==> src/rtl/event_scheduler.sv <==
// ---------------------------------------------------------------------------
// event_scheduler
// Captures rising edges on N_CH event channels and timestamps each one with
// (count + delay). Pending stamps are handed to a downstream FIFO one per
// cycle, with round-robin arbitration between channels. A free-running
// timebase (count) is exported for the downstream comparator.
//
// Parameters
//   WIDTH        width of count, delay and timestamps
//   N_CH         number of event input channels
// Ports
//   clk          system clock, rising edge
//   n_rst        synchronous active-low reset
//   enable       run control: counting and scheduling when high
//   delay        cycles added to each captured timestamp
//   event_in     per-channel event levels, rising edge = event
//   full         FIFO full flag, blocks writes
//   clr_overflow clears the sticky overflow flag
//   wr_en        FIFO write strobe (combinational)
//   wr_data      due timestamp of the granted channel (combinational)
//   count        free-running timebase
//   pending      per-channel captured-but-unwritten flags
//   overflow     sticky flag, an event was lost
// ---------------------------------------------------------------------------
module event_scheduler #(
    parameter int unsigned WIDTH = 8,
    parameter int unsigned N_CH  = 4
) (
    input  logic             clk,
    input  logic             n_rst,
    input  logic             enable,
    input  logic [WIDTH-1:0] delay,
    input  logic [N_CH-1:0]  event_in,
    input  logic             full,
    input  logic             clr_overflow,
    output logic             wr_en,
    output logic [WIDTH-1:0] wr_data,
    output logic [WIDTH-1:0] count,
    output logic [N_CH-1:0]  pending,
    output logic             overflow
);

    localparam int unsigned PTR_W = (N_CH > 1) ? $clog2(N_CH) : 1;

    logic [WIDTH-1:0] count_q,   count_d;
    logic [N_CH-1:0]  prev_in_q, prev_in_d;
    logic [N_CH-1:0]  pending_q, pending_d;
    logic [WIDTH-1:0] stamp_q [N_CH];
    logic [WIDTH-1:0] stamp_d [N_CH];
    logic             overflow_q, overflow_d;
    logic [PTR_W-1:0] rr_ptr_q,  rr_ptr_d;

    logic [N_CH-1:0]  evt_edge;
    logic [PTR_W-1:0] grant;

    assign evt_edge = event_in & ~prev_in_q;

    // Round-robin grant: nearest pending channel above rr_ptr, wrapping.
    // Scanning from the farthest offset down lets the nearest one win.
    always_comb begin
        logic [PTR_W-1:0] idx;
        idx   = rr_ptr_q;
        grant = rr_ptr_q;
        for (int k = int'(N_CH); k >= 1; k--) begin
            idx = PTR_W'((int'(rr_ptr_q) + k) % int'(N_CH));
            if (pending_q[idx]) begin
                grant = idx;
            end
        end
    end

    // FIFO write port; n_rst gates the strobe during reset cycles.
    assign wr_en   = enable & ~full & (|pending_q) & n_rst;
    assign wr_data = stamp_q[grant];

    // Next-state logic for timebase, edge capture and scheduling state.
    always_comb begin
        count_d    = enable ? count_q + WIDTH'(1) : count_q;
        prev_in_d  = event_in;
        pending_d  = pending_q;
        stamp_d    = stamp_q;
        overflow_d = overflow_q & ~clr_overflow;
        rr_ptr_d   = rr_ptr_q;

        if (wr_en) begin
            pending_d[grant] = 1'b0;
            rr_ptr_d         = grant;
        end

        // A channel freed by this cycle's write may accept a new edge;
        // otherwise an edge on a still-pending channel is lost.
        if (enable) begin
            for (int i = 0; i < int'(N_CH); i++) begin
                if (evt_edge[i]) begin
                    if (pending_d[i]) begin
                        overflow_d = 1'b1;
                    end else begin
                        pending_d[i] = 1'b1;
                        stamp_d[i]   = count_q + delay;
                    end
                end
            end
        end
    end

    // State registers with synchronous reset; rr_ptr starts at the last
    // channel so channel 0 is served first.
    always_ff @(posedge clk) begin
        if (!n_rst) begin
            count_q    <= '0;
            prev_in_q  <= '0;
            pending_q  <= '0;
            overflow_q <= 1'b0;
            rr_ptr_q   <= PTR_W'(N_CH - 1);
            for (int i = 0; i < int'(N_CH); i++) begin
                stamp_q[i] <= '0;
            end
        end else begin
            count_q    <= count_d;
            prev_in_q  <= prev_in_d;
            pending_q  <= pending_d;
            overflow_q <= overflow_d;
            rr_ptr_q   <= rr_ptr_d;
            for (int i = 0; i < int'(N_CH); i++) begin
                stamp_q[i] <= stamp_d[i];
            end
        end
    end

    assign count    = count_q;
    assign pending  = pending_q;
    assign overflow = overflow_q;

endmodule

==> config.mk <==
export PLATFORM = sky130hd
export DESIGN_NAME = event_scheduler
export DESIGN_NICKNAME = d
export VERILOG_FILES = /design/src/rtl/event_scheduler.sv
export SDC_FILE = /design/constraint.sdc
export NUM_CORES = 1
export LEC_CHECK = 0
export ABC_AREA = 0
export CELL_PAD_IN_SITES_DETAIL_PLACEMENT = 0
export CELL_PAD_IN_SITES_GLOBAL_PLACEMENT = 1
export CORE_MARGIN = 1.5
export CORE_UTILIZATION = 30
export CTS_CLUSTER_DIAMETER = 50
export DETAILED_ROUTE_END_ITERATION = 12
export GPL_TIMING_DRIVEN = 1
export PLACE_DENSITY_LB_ADDON = 0.25
export SLEW_MARGIN = 0
export SYNTH_ARGS = -nofsm -noshare
export SYNTH_HDL_FRONTEND = slang
export SYNTH_SLANG_ARGS = --single-unit
export TNS_END_PERCENT = 30
==> constraint.sdc <==
create_clock -name clk -period 2.4 [get_ports clk]
set_input_delay 0.48 -clock clk [delete_from_list [all_inputs] [get_ports clk]]
set_output_delay 0.48 -clock clk [all_outputs]
set_load 0.02 [all_outputs]
==> metrics.yaml <==
clockRootBuffer: "sky130_fd_sc_hd__clkbuf_8"
postSynth.asyncResetShare_pct: 0
grt_usage_pct: 13.5
postSynthNetCount: 314
drcViolationCount: 0
tightest_slew_ns: 0.475
drt_pre_antenna_iters: 4
io-pin-count: 39
synth_edf_count: 0
tns_ns: 0
ys_warn_count: 0
worst_slew_margin_rel_pct: 68.3
worst-endpoint-arrival_ns: 1.83
die-height_um: 96.9
slowest_stage: "sky130_fd_sc_hd__dfxtp_1"
setup_viol_count_final: 0
vias_per_cell: 4.77
drtAntennaViolNets: 0
drive_above_1_share_pct: 20.4
tritoncts.num_buffers: 5
wl_um: 6420
initialDrtViolationCount: 76
worst_ir_drop_vdd_v: 0.000291
clkPwrFrac_pct: 30.4
postSynthRegisterBits: 51
place.detailed.hpwl_um: 4480
synth_ff_type: "sky130_fd_sc_hd__dfxtp_1"
globalRouteOverflowTotal: 0
cts_max_path_buffers: 2
cells_after_synthesis: 288
clkSlewWorstSetupHoldPaths_ns: 0.10
io_buffer_count: 38
clock-sinks: 51
synth_cell_types: 46
design.final.nets: 378
crit_path_cell_trace: "nand3b_1 -> a31oi_4 -> buf_12 -> nor2b_1 -> a211oi_1 -> a21oi_1 -> buf_4"
floorplan.initialDensity_pct: 30.6
layout-area-overhead-vs-synth_pct: 33.6
tritoncts: "done"
floorplan.core_area_um2: 8640
syn-cell-area_um2: 2640
ctsHoldBuffers: 0
clk-insertion-delay-late_ns: 0.30
synth_largest_type_area_fraction_pct: 38.6
row_count: 34
synth_area_per_cell_um2: 9.18
power.leakage_nw: 1.40
num_antenna_cells: 0
grt_pass1_vias: 2157
synthTopCellsByArea: "sky130_fd_sc_hd__dfxtp_1, sky130_fd_sc_hd__mux2i_1, sky130_fd_sc_hd__nand2_1"
worstPathRequired_ns: 1.92
globalplace.congestion: 0.776
seq_area_frac_synth_pct: 38.6
multi_input_logic_area_um2: 1560
cp_peak_stage_delay_ns: 0.34
timing.hold.ws_ns: 0.459
grt_pass1_wl_um: 10400
grt_antenna_before_repair: 0
wl_per_cell_um: 13.9
detailroute.via_count: 2200
worst_hold_path_type: "reg2reg"
cts_htree_levels: 2
share_seq_of_total_power_pct: 45.5
worstSetupPathType: "reg2out"
die_w_um: 96.9
synth_top_area_cell: "sky130_fd_sc_hd__dfxtp_1"
p_sw_share_pct: 28.7
comb_power_share_pct: 24.1
area.sequential_um2: 1030
outcome: "finished, final reports clean"
finalCritPeriodShare_pct: 96.4
die_area_um2: 9380
max_cap_violations: 0
power_density_nw_per_um2: 571
total_internal_power_mw: 1.44
endpoint_kind: "primary output"
slew_viol_final: 0
crit_fanout: 25
fillers: 892
worstSetupStartpointType: "flop"
clock-skew-final_ns: 0.00257
grt_setup_unrepaired: "yes"
largest_net_degree_at_the_start_of_global_routing: 47
fmax_mhz: 432
finalHoldViolCount: 0
power.net_switching_mw: 0.579
period_needed_ns: 2.31
-- metal layers --
| layer | global-route usage (%) | part of all wire, % |
|---|---|---|
| met4 | 4.12 | 1.1 |
| met3 | 3.03 | 2.9 |
| met1 | 17.1 | 48 |
| met5 | 0 | 0 |
| met2 | 22.8 | 48 |
-- cells by family (layout without fill, tap and decap cells) --
group           count (synthesis)  count (layout)  share of synthesized area, %
buf+inv                        22              87                          4.87
mux                            43              43                          16.3
simple gates                  103             103                          19.8
xor+xnor                        9               9                          2.98
flops                          51              51                          38.6
fa+ha+maj                       9               9                          4.54
compound gates                 51              51                          12.9
-- worst max-delay path, delay by kind of cell (launching register included) --
| family | cells | cell delay (ns) |
|---|---|---|
| buf+inv | 2 | 0.37 |
| compound gates | 3 | 0.54 |
| simple gates | 2 | 0.27 |
| flops | 1 | 0.34 |
-- sequential cells by signal, indices dropped and copies added, names as in the netlist --
register   count
stamp_q       32
prev_in_q      4
count          8
rr_ptr_q       2
overflow       1
pending        4
-- repair_timing --
action	in CTS	in global routing
hold endpoints to repair	0	0
gates cloned	0	1
setup endpoints to repair	9	13
gates resized for setup	32	24
pin swaps	0	2
setup buffers	0	3
-- cell type report --
class                      count  share of cell area, %
multi-input combinational    215                   44.1
sequential                    51                   29.1
timing repair buffer          72                   19.0
tap                          108                   3.83
clock buffer                   5                   1.95
clock inverter                 3                   1.24
inverter                       7                  0.744
-- power groups by stage --
stage          Combinational [mW]  Clock, mW  Sequential [mW]
3_3_place_gp                0.474          0            0.934
5_1_grt                     0.527      0.670            0.924
2_1_floorplan               0.258          0            0.944
3_5_place_dp                0.475          0            0.936
4_1_cts                     0.472      0.628            0.916
6_report                    0.485      0.613            0.918
-- layout by cell type (no fill, tap or decap), drive strengths merged, types with 2 or more instances in the layout --
cell	count
a211oi	10
and2	3
a21oi	16
nor4	2
nand2	49
nand4	3
ha	8
mux2i	43
clkbuf	5
xnor2	4
nor3	5
and2b	3
dfxtp	51
o21a	3
nand3b	2
o21ai	10
nor2b	12
a31oi	2
or3	6
clkinv	2
buf	42
nand2b	5
xor2	5
nor2	9
inv	7
clkdlybuf4s50	29
a21o	2
-- final timing paths --
path	start	endpoint	slack, ns	cells past startpoint
min reg2reg	stamp_q[22]	stamp_q[22]	0.46	2
min	stamp_q[22]	stamp_q[22]	0.46	2
max reg2reg	rr_ptr_q[1]	stamp_q[2]	0.37	11
max	rr_ptr_q[0]	wr_data[7]	0.09	7
-- cells in the mapped netlist, types with 2 or more instances --
cell type	count
sky130_fd_sc_hd__dfxtp_1	51
sky130_fd_sc_hd__nand2_1	49
sky130_fd_sc_hd__mux2i_1	43
sky130_fd_sc_hd__a21oi_1	16
sky130_fd_sc_hd__nor2b_1	12
sky130_fd_sc_hd__a211oi_1	10
sky130_fd_sc_hd__ha_1	8
sky130_fd_sc_hd__nor2_1	8
sky130_fd_sc_hd__inv_1	7
sky130_fd_sc_hd__o21ai_0	7
sky130_fd_sc_hd__clkbuf_1	6
sky130_fd_sc_hd__or3_1	6
sky130_fd_sc_hd__nand2b_1	5
sky130_fd_sc_hd__xor2_1	5
sky130_fd_sc_hd__buf_4	4
sky130_fd_sc_hd__buf_6	4
sky130_fd_sc_hd__nor3_1	4
sky130_fd_sc_hd__xnor2_1	4
sky130_fd_sc_hd__and2_1	3
sky130_fd_sc_hd__and2b_1	3
sky130_fd_sc_hd__nand4_1	3
sky130_fd_sc_hd__o21a_1	3
sky130_fd_sc_hd__a21o_1	2
sky130_fd_sc_hd__nand3b_1	2
sky130_fd_sc_hd__o21ai_1	2
-- through the flow --
stage | setup WS [ns] | area [µm²] | std cells | total power, mW | utilization (%)
floorplan | 0.118 | 2640 | 288 | 1.20 | -
global placement | -0.283 | 3350 | 449 | 1.41 | 38.8
detailed placement | -0.306 | 3350 | 449 | 1.41 | 38.8
CTS | -0.00148 | 3490 | 457 | 2.02 | 40.4
global route | -0.0521 | 3530 | 461 | 2.12 | 40.9
finish | 0.0872 | 3530 | 461 | 2.02 | 40.9
No activity file was read; power rests on OpenSTA's default activity.
